==> config.mk <==
export PLATFORM = sky130hd
export DESIGN_NAME = ddio_tx_fsm
export DESIGN_NICKNAME = d
export VERILOG_FILES = /design/src/rtl/ddio_tx_fsm.sv
export SDC_FILE = /design/constraint.sdc
export NUM_CORES = 1
export LEC_CHECK = 0
export CORE_MARGIN = 5
export CORE_UTILIZATION = 35
export DETAILED_ROUTE_END_ITERATION = 12
export GPL_TIMING_DRIVEN = 0
export SETUP_SLACK_MARGIN = 0.3
export SLEW_MARGIN = 0
export SYNTH_ARGS = -nofsm -noshare
export SYNTH_HDL_FRONTEND = slang
export SYNTH_SLANG_ARGS = --single-unit
==> constraint.sdc <==
create_clock -name clk -period 2.7 [get_ports clk]
set_input_delay 0.675 -clock clk [delete_from_list [all_inputs] [get_ports clk]]
set_output_delay 0.675 -clock clk [all_outputs]
set_load 0.03 [all_outputs]
==> src/rtl/ddio_tx_fsm.sv <==
// Burst transmitter next-state logic and datapath for a DDIO output pair; the state register lives outside.
// Optional LOAD-stall timeout is enabled by defining DDIO_TX_TIMEOUT_EN.
module ddio_tx_fsm #(
    parameter int nbr_states = 2,
    parameter int DATA_W     = 16,
    parameter int BURST_LEN  = 8
) (
    input  logic                  clk,
    input  logic                  rst,
    input  logic [nbr_states:0]   state_reg,
    output logic [nbr_states:0]   state_next,
    input  logic                  start,
    input  logic [DATA_W-1:0]     din,
    input  logic                  din_valid,
    output logic                  din_ready,
    output logic [DATA_W/2-1:0]   dout_h,
    output logic [DATA_W/2-1:0]   dout_l,
    output logic                  dout_en,
    output logic                  busy,
    output logic                  done,
    output logic                  err
);

    localparam int SW = nbr_states + 1;
    localparam int HW = DATA_W / 2;
    localparam logic [7:0] LAST_IDX = 8'(BURST_LEN - 1);

    typedef enum logic [SW-1:0] {
        S_IDLE = SW'(0),
        S_LOAD = SW'(1),
        S_SEND = SW'(2),
        S_DONE = SW'(3)
    } state_e;

    logic [7:0]        word_cnt_q;
    logic [DATA_W-1:0] word_q;
    logic [HW-1:0]     dout_h_q;
    logic [HW-1:0]     dout_l_q;
    logic              dout_en_q;
    logic              done_q;
    logic              timeout_hit;

`ifdef DDIO_TX_TIMEOUT_EN
    logic [7:0] to_cnt_q;
    logic       err_q;

    assign timeout_hit = (to_cnt_q == 8'hFF);

    // Counts consecutive stalled LOAD cycles; any other cycle restarts it.
    always_ff @(posedge clk) begin
        if (rst) begin
            to_cnt_q <= '0;
            err_q    <= 1'b0;
        end else begin
            if (state_reg == S_LOAD && !din_valid && !timeout_hit)
                to_cnt_q <= to_cnt_q + 8'd1;
            else
                to_cnt_q <= '0;

            if (state_reg == S_LOAD && !din_valid && timeout_hit)
                err_q <= 1'b1;
            else if (state_reg == S_IDLE && start)
                err_q <= 1'b0;
        end
    end

    assign err = err_q;
`else
    assign timeout_hit = 1'b0;
    assign err         = 1'b0;
`endif

    always_comb begin
        state_next = S_IDLE;
        if (!rst) begin
            case (state_reg)
                S_IDLE:  state_next = start ? S_LOAD : S_IDLE;
                S_LOAD: begin
                    if (din_valid)
                        state_next = S_SEND;
                    else if (timeout_hit)
                        state_next = S_DONE;
                    else
                        state_next = S_LOAD;
                end
                S_SEND:  state_next = (word_cnt_q == LAST_IDX) ? S_DONE : S_LOAD;
                S_DONE:  state_next = S_IDLE;
                default: state_next = S_IDLE;
            endcase
        end
    end

    always_ff @(posedge clk) begin
        if (rst) begin
            word_cnt_q <= '0;
            word_q     <= '0;
            dout_h_q   <= '0;
            dout_l_q   <= '0;
            dout_en_q  <= 1'b0;
            done_q     <= 1'b0;
        end else begin
            dout_en_q <= 1'b0;
            done_q    <= 1'b0;
            case (state_reg)
                S_IDLE: ;
                S_LOAD: begin
                    if (din_valid)
                        word_q <= din;
                end
                S_SEND: begin
                    dout_h_q   <= word_q[DATA_W-1:HW];
                    dout_l_q   <= word_q[HW-1:0];
                    dout_en_q  <= 1'b1;
                    word_cnt_q <= word_cnt_q + 8'd1;
                end
                S_DONE: begin
                    done_q     <= 1'b1;
                    word_cnt_q <= '0;
                end
                // Illegal codes fall back to IDLE, so the next burst starts clean.
                default: word_cnt_q <= '0;
            endcase
        end
    end

    assign din_ready = (state_reg == S_LOAD);
    assign busy      = (state_reg != S_IDLE);
    assign dout_h    = dout_h_q;
    assign dout_l    = dout_l_q;
    assign dout_en   = dout_en_q;
    assign done      = done_q;

endmodule

==> results.sh <==
export IMPL_synthSimpleGateAreaFrac=0.248
export IMPL_cts_sinks=42
export IMPL_setup_slack_ps=-95.3
export IMPL_ctsRootBufferMaster="clkbuf_8"
export IMPL_synth_top_area_share=0.519
export IMPL_die_x_um=78.1
export IMPL_hold_class="flop to flop"
export IMPL_relSlewSlack=0.602
export IMPL_drt_iter0_drc=66
export IMPL_num_io_pins=47
export IMPL_ant_nets=0
export IMPL_synth_adder_area_share=0.00772
export IMPL_synth_avg_cell_area_um2=8.07
export IMPL_post_route_period_util=1.04
export IMPL_setup_violations=1
export IMPL_required_ps=2030
export IMPL_worstRegToRegCells=4
export IMPL_viasPerCell=4.79
export IMPL_netlist_top_cell_by_area="dfxtp_1"
export IMPL_path_clk_slew_ps=80
export IMPL_switching_power_mw=0.281
export IMPL_routedWlPerCell_um=12.5
export IMPL_grt_pass1_wl_um=6330
export IMPL_synthMuxAreaShare=0.00617
export IMPL_reg2reg_from="word_cnt_q[0]"
export IMPL_cts_made_buffers=5
export IMPL_synth_xor_area_frac=0.0108
export IMPL_htree_levels=2
export IMPL_clk_path_buf_depth=2
export IMPL_p_per_area_nw_per_um2=544
export IMPL_grt_pass1_vias=1352
export IMPL_drive_above_1_share=0.121
export IMPL_hold_buffers=0
export IMPL_placedCellCount=297
export IMPL_grt_overflow=0
export IMPL_ys_types=27
export IMPL_critPathLaunchType="primary input"
export IMPL_drv_cap=0
export IMPL_dieArea_um2=6090
export IMPL_hold_violations=0
export IMPL_synth_compound_area_frac=0.154
export IMPL_ys_seq_area_frac=0.519
export IMPL_syn_inst=201
export IMPL_clock_latency_ps=300
export IMPL_final_cell_mix="nand2_1 (68), dfxtp_1 (42), a21oi_1 (37), clkdlybuf4s50_1 (37), clkbuf_1 (8)"
export IMPL_dpl_worst_slack_ps=-1140
export IMPL_core_um2=4410
export IMPL_instances_no_fill=308
export IMPL_area_growth_pct=40.0
export IMPL_ir_drop_mv=0.270
export IMPL_drt_total_wl_um=3850
export IMPL_start_util=0.367
export IMPL_drc_errors=0
export IMPL_die_y_um=78.1
export IMPL_finClkSkew_ps=9.82
export IMPL_dp_hpwl_um=2680
export IMPL_yosysWarnings=0
export IMPL_synthTopCellsByArea="dfxtp_1 (52%), nand2_1 (16%), a21oi_1 (12%)"
export IMPL_synth_top_family_by_area="simple AND/OR/NAND/NOR gates"
export IMPL_power_share_switching=0.228
export IMPL_p_int_mw=0.954
export IMPL_rsz0062_at_grt="true"
export IMPL_grt_max_degree=14
export IMPL_gp_congestion=0.697
export IMPL_cp_end_kind="output port"
export IMPL_post_route_min_period_ps=2800
export IMPL_synth_seq_cells=42
export IMPL_fill_cells=462
export IMPL_hold_path_startpoint="word_q[0]"
export IMPL_path_max_fanout=2
export IMPL_rows=24
export IMPL_crit_type="primary input to output port"
export IMPL_crit_arrival_ps=2120
export IMPL_cts_tree="yes"
export IMPL_synth_area_um2=1620
export IMPL_fin_nets=279
export IMPL_vias=1476
export IMPL_combPwrFrac=0.088
export IMPL_antenna_cells=0
export IMPL_port_buffers=43
export IMPL_crit_start="state_reg[2]"
export IMPL_p_leak_nw=0.775
export IMPL_p_clk_frac=0.403
export IMPL_final_common_cell="nand2_1"
export IMPL_hold_depth=2
export IMPL_fmax_mhz=358
export IMPL_track_usage=0.129
export IMPL_violations="negative setup slack"
export IMPL_dr_pass1_iters=4
export IMPL_tightest_slew_ps=595
export IMPL_grt_antenna_before_repair=0
export IMPL_outcome="complete, but fails checks"
export IMPL_p_seq_frac=0.510
export IMPL_final_max_slew_viol_count=0
Yosys cell counts:
cell type	count
and2_1	1
nor2_1	7
or4_1	3
a21oi_1	38
o311ai_0	1
o21ai_0	5
clkbuf_1	10
a22oi_1	1
buf_4	2
xor2_1	2
o311a_1	1
or3_1	4
nand4bb_1	1
or3b_1	1
nand4_1	1
buf_2	2
dfxtp_1	42
conb_1	1
o2111ai_1	1
nor3b_2	1
nor3_1	1
and4bb_2	1
ha_1	1
nand2_1	68
nand3_1	2
mux2i_1	1
buf_6	2
power groups by stage:
stage,combinational (mW),sequential [mW],clock (mW)
6_report,0.108,0.630,0.497
5_1_grt,0.118,0.630,0.537
4_1_cts,0.109,0.629,0.509
3_5_place_dp,0.105,0.644,0
3_3_place_gp,0.105,0.644,0
2_1_floorplan,0.0493,0.647,0
metal layers:
| metal | up-vias | global-route usage | routed length, um |
|---|---|---|---|
| met2 | 41 | 0.190 | 1710 |
| met5 | - | 0 | 0 |
| met3 | 5 | 0.0412 | 242 |
| li1 | 772 | - | - |
| met4 | 0 | 0.0507 | 68 |
| met1 | 658 | 0.176 | 1840 |
cells by family after synthesis:
logic type / count (synthesis)
XOR/XNOR: 2
flip-flops: 42
multiplexers: 1
buffers and inverters: 16
AO/OA/AOI/OAI: 47
other: 1
adder cells (fa/ha/maj): 1
AND/OR/NAND/NOR: 91
state kept, by name (all words and copies together), names as in the netlist:
name,count
word_q,16
dout_h,8
dout_l,8
word_cnt_q,8
done,1
dout_en,1
what timing repair did:
| item | CTS | global route |
|---|---|---|
| setup endpoints to repair | 13 | 3 |
| resized for setup | 30 | 3 |
| setup buffers | 3 | 0 |
| endpoints found under the hold margin | 0 | 0 |
| cloned | 0 | 0 |
| pin swaps | 3 | 2 |
worst max-delay path, stage by stage:
cell     delay, ps
buf_6           90
buf_6          100
or3b_4         360
buf_6          120
or4_4          480
a21oi_4        140
buf_6          140
final timing paths:
kind                                       to  slack [ps]
worst min register to register      dout_l[0]         450
worst max register to register  word_cnt_q[6]        1350
worst max-delay path            state_next[1]        -100
worst min-delay path                dout_l[0]         450
layout make-up:
cell class / count / area, um2 / share of cell area
timing repair buffer: 46 / 442 / 0.194
multi-input combinational: 144 / 719 / 0.317
sequential: 42 / 841 / 0.370
clock buffer: 6 / 72.6 / 0.0320
tap: 52 / 65.1 / 0.0287
buffer: 16 / 93.8 / 0.0413
clock inverter: 2 / 37.5 / 0.0165
stage by stage:
step	total power, mW	cell area (um2)	TNS [ps]	hold WS (ps)	util
floorplan	0.696	1640	-26.2	432	-
global placement	0.749	2140	-3060	439	0.484
detailed placement	0.749	2140	-2890	443	0.484
CTS	1.25	2280	-153	455	0.516
global route	1.28	2270	-140	476	0.514
finish	1.24	2270	-95.3	454	0.514
Power figures use the tool's default switching activity.
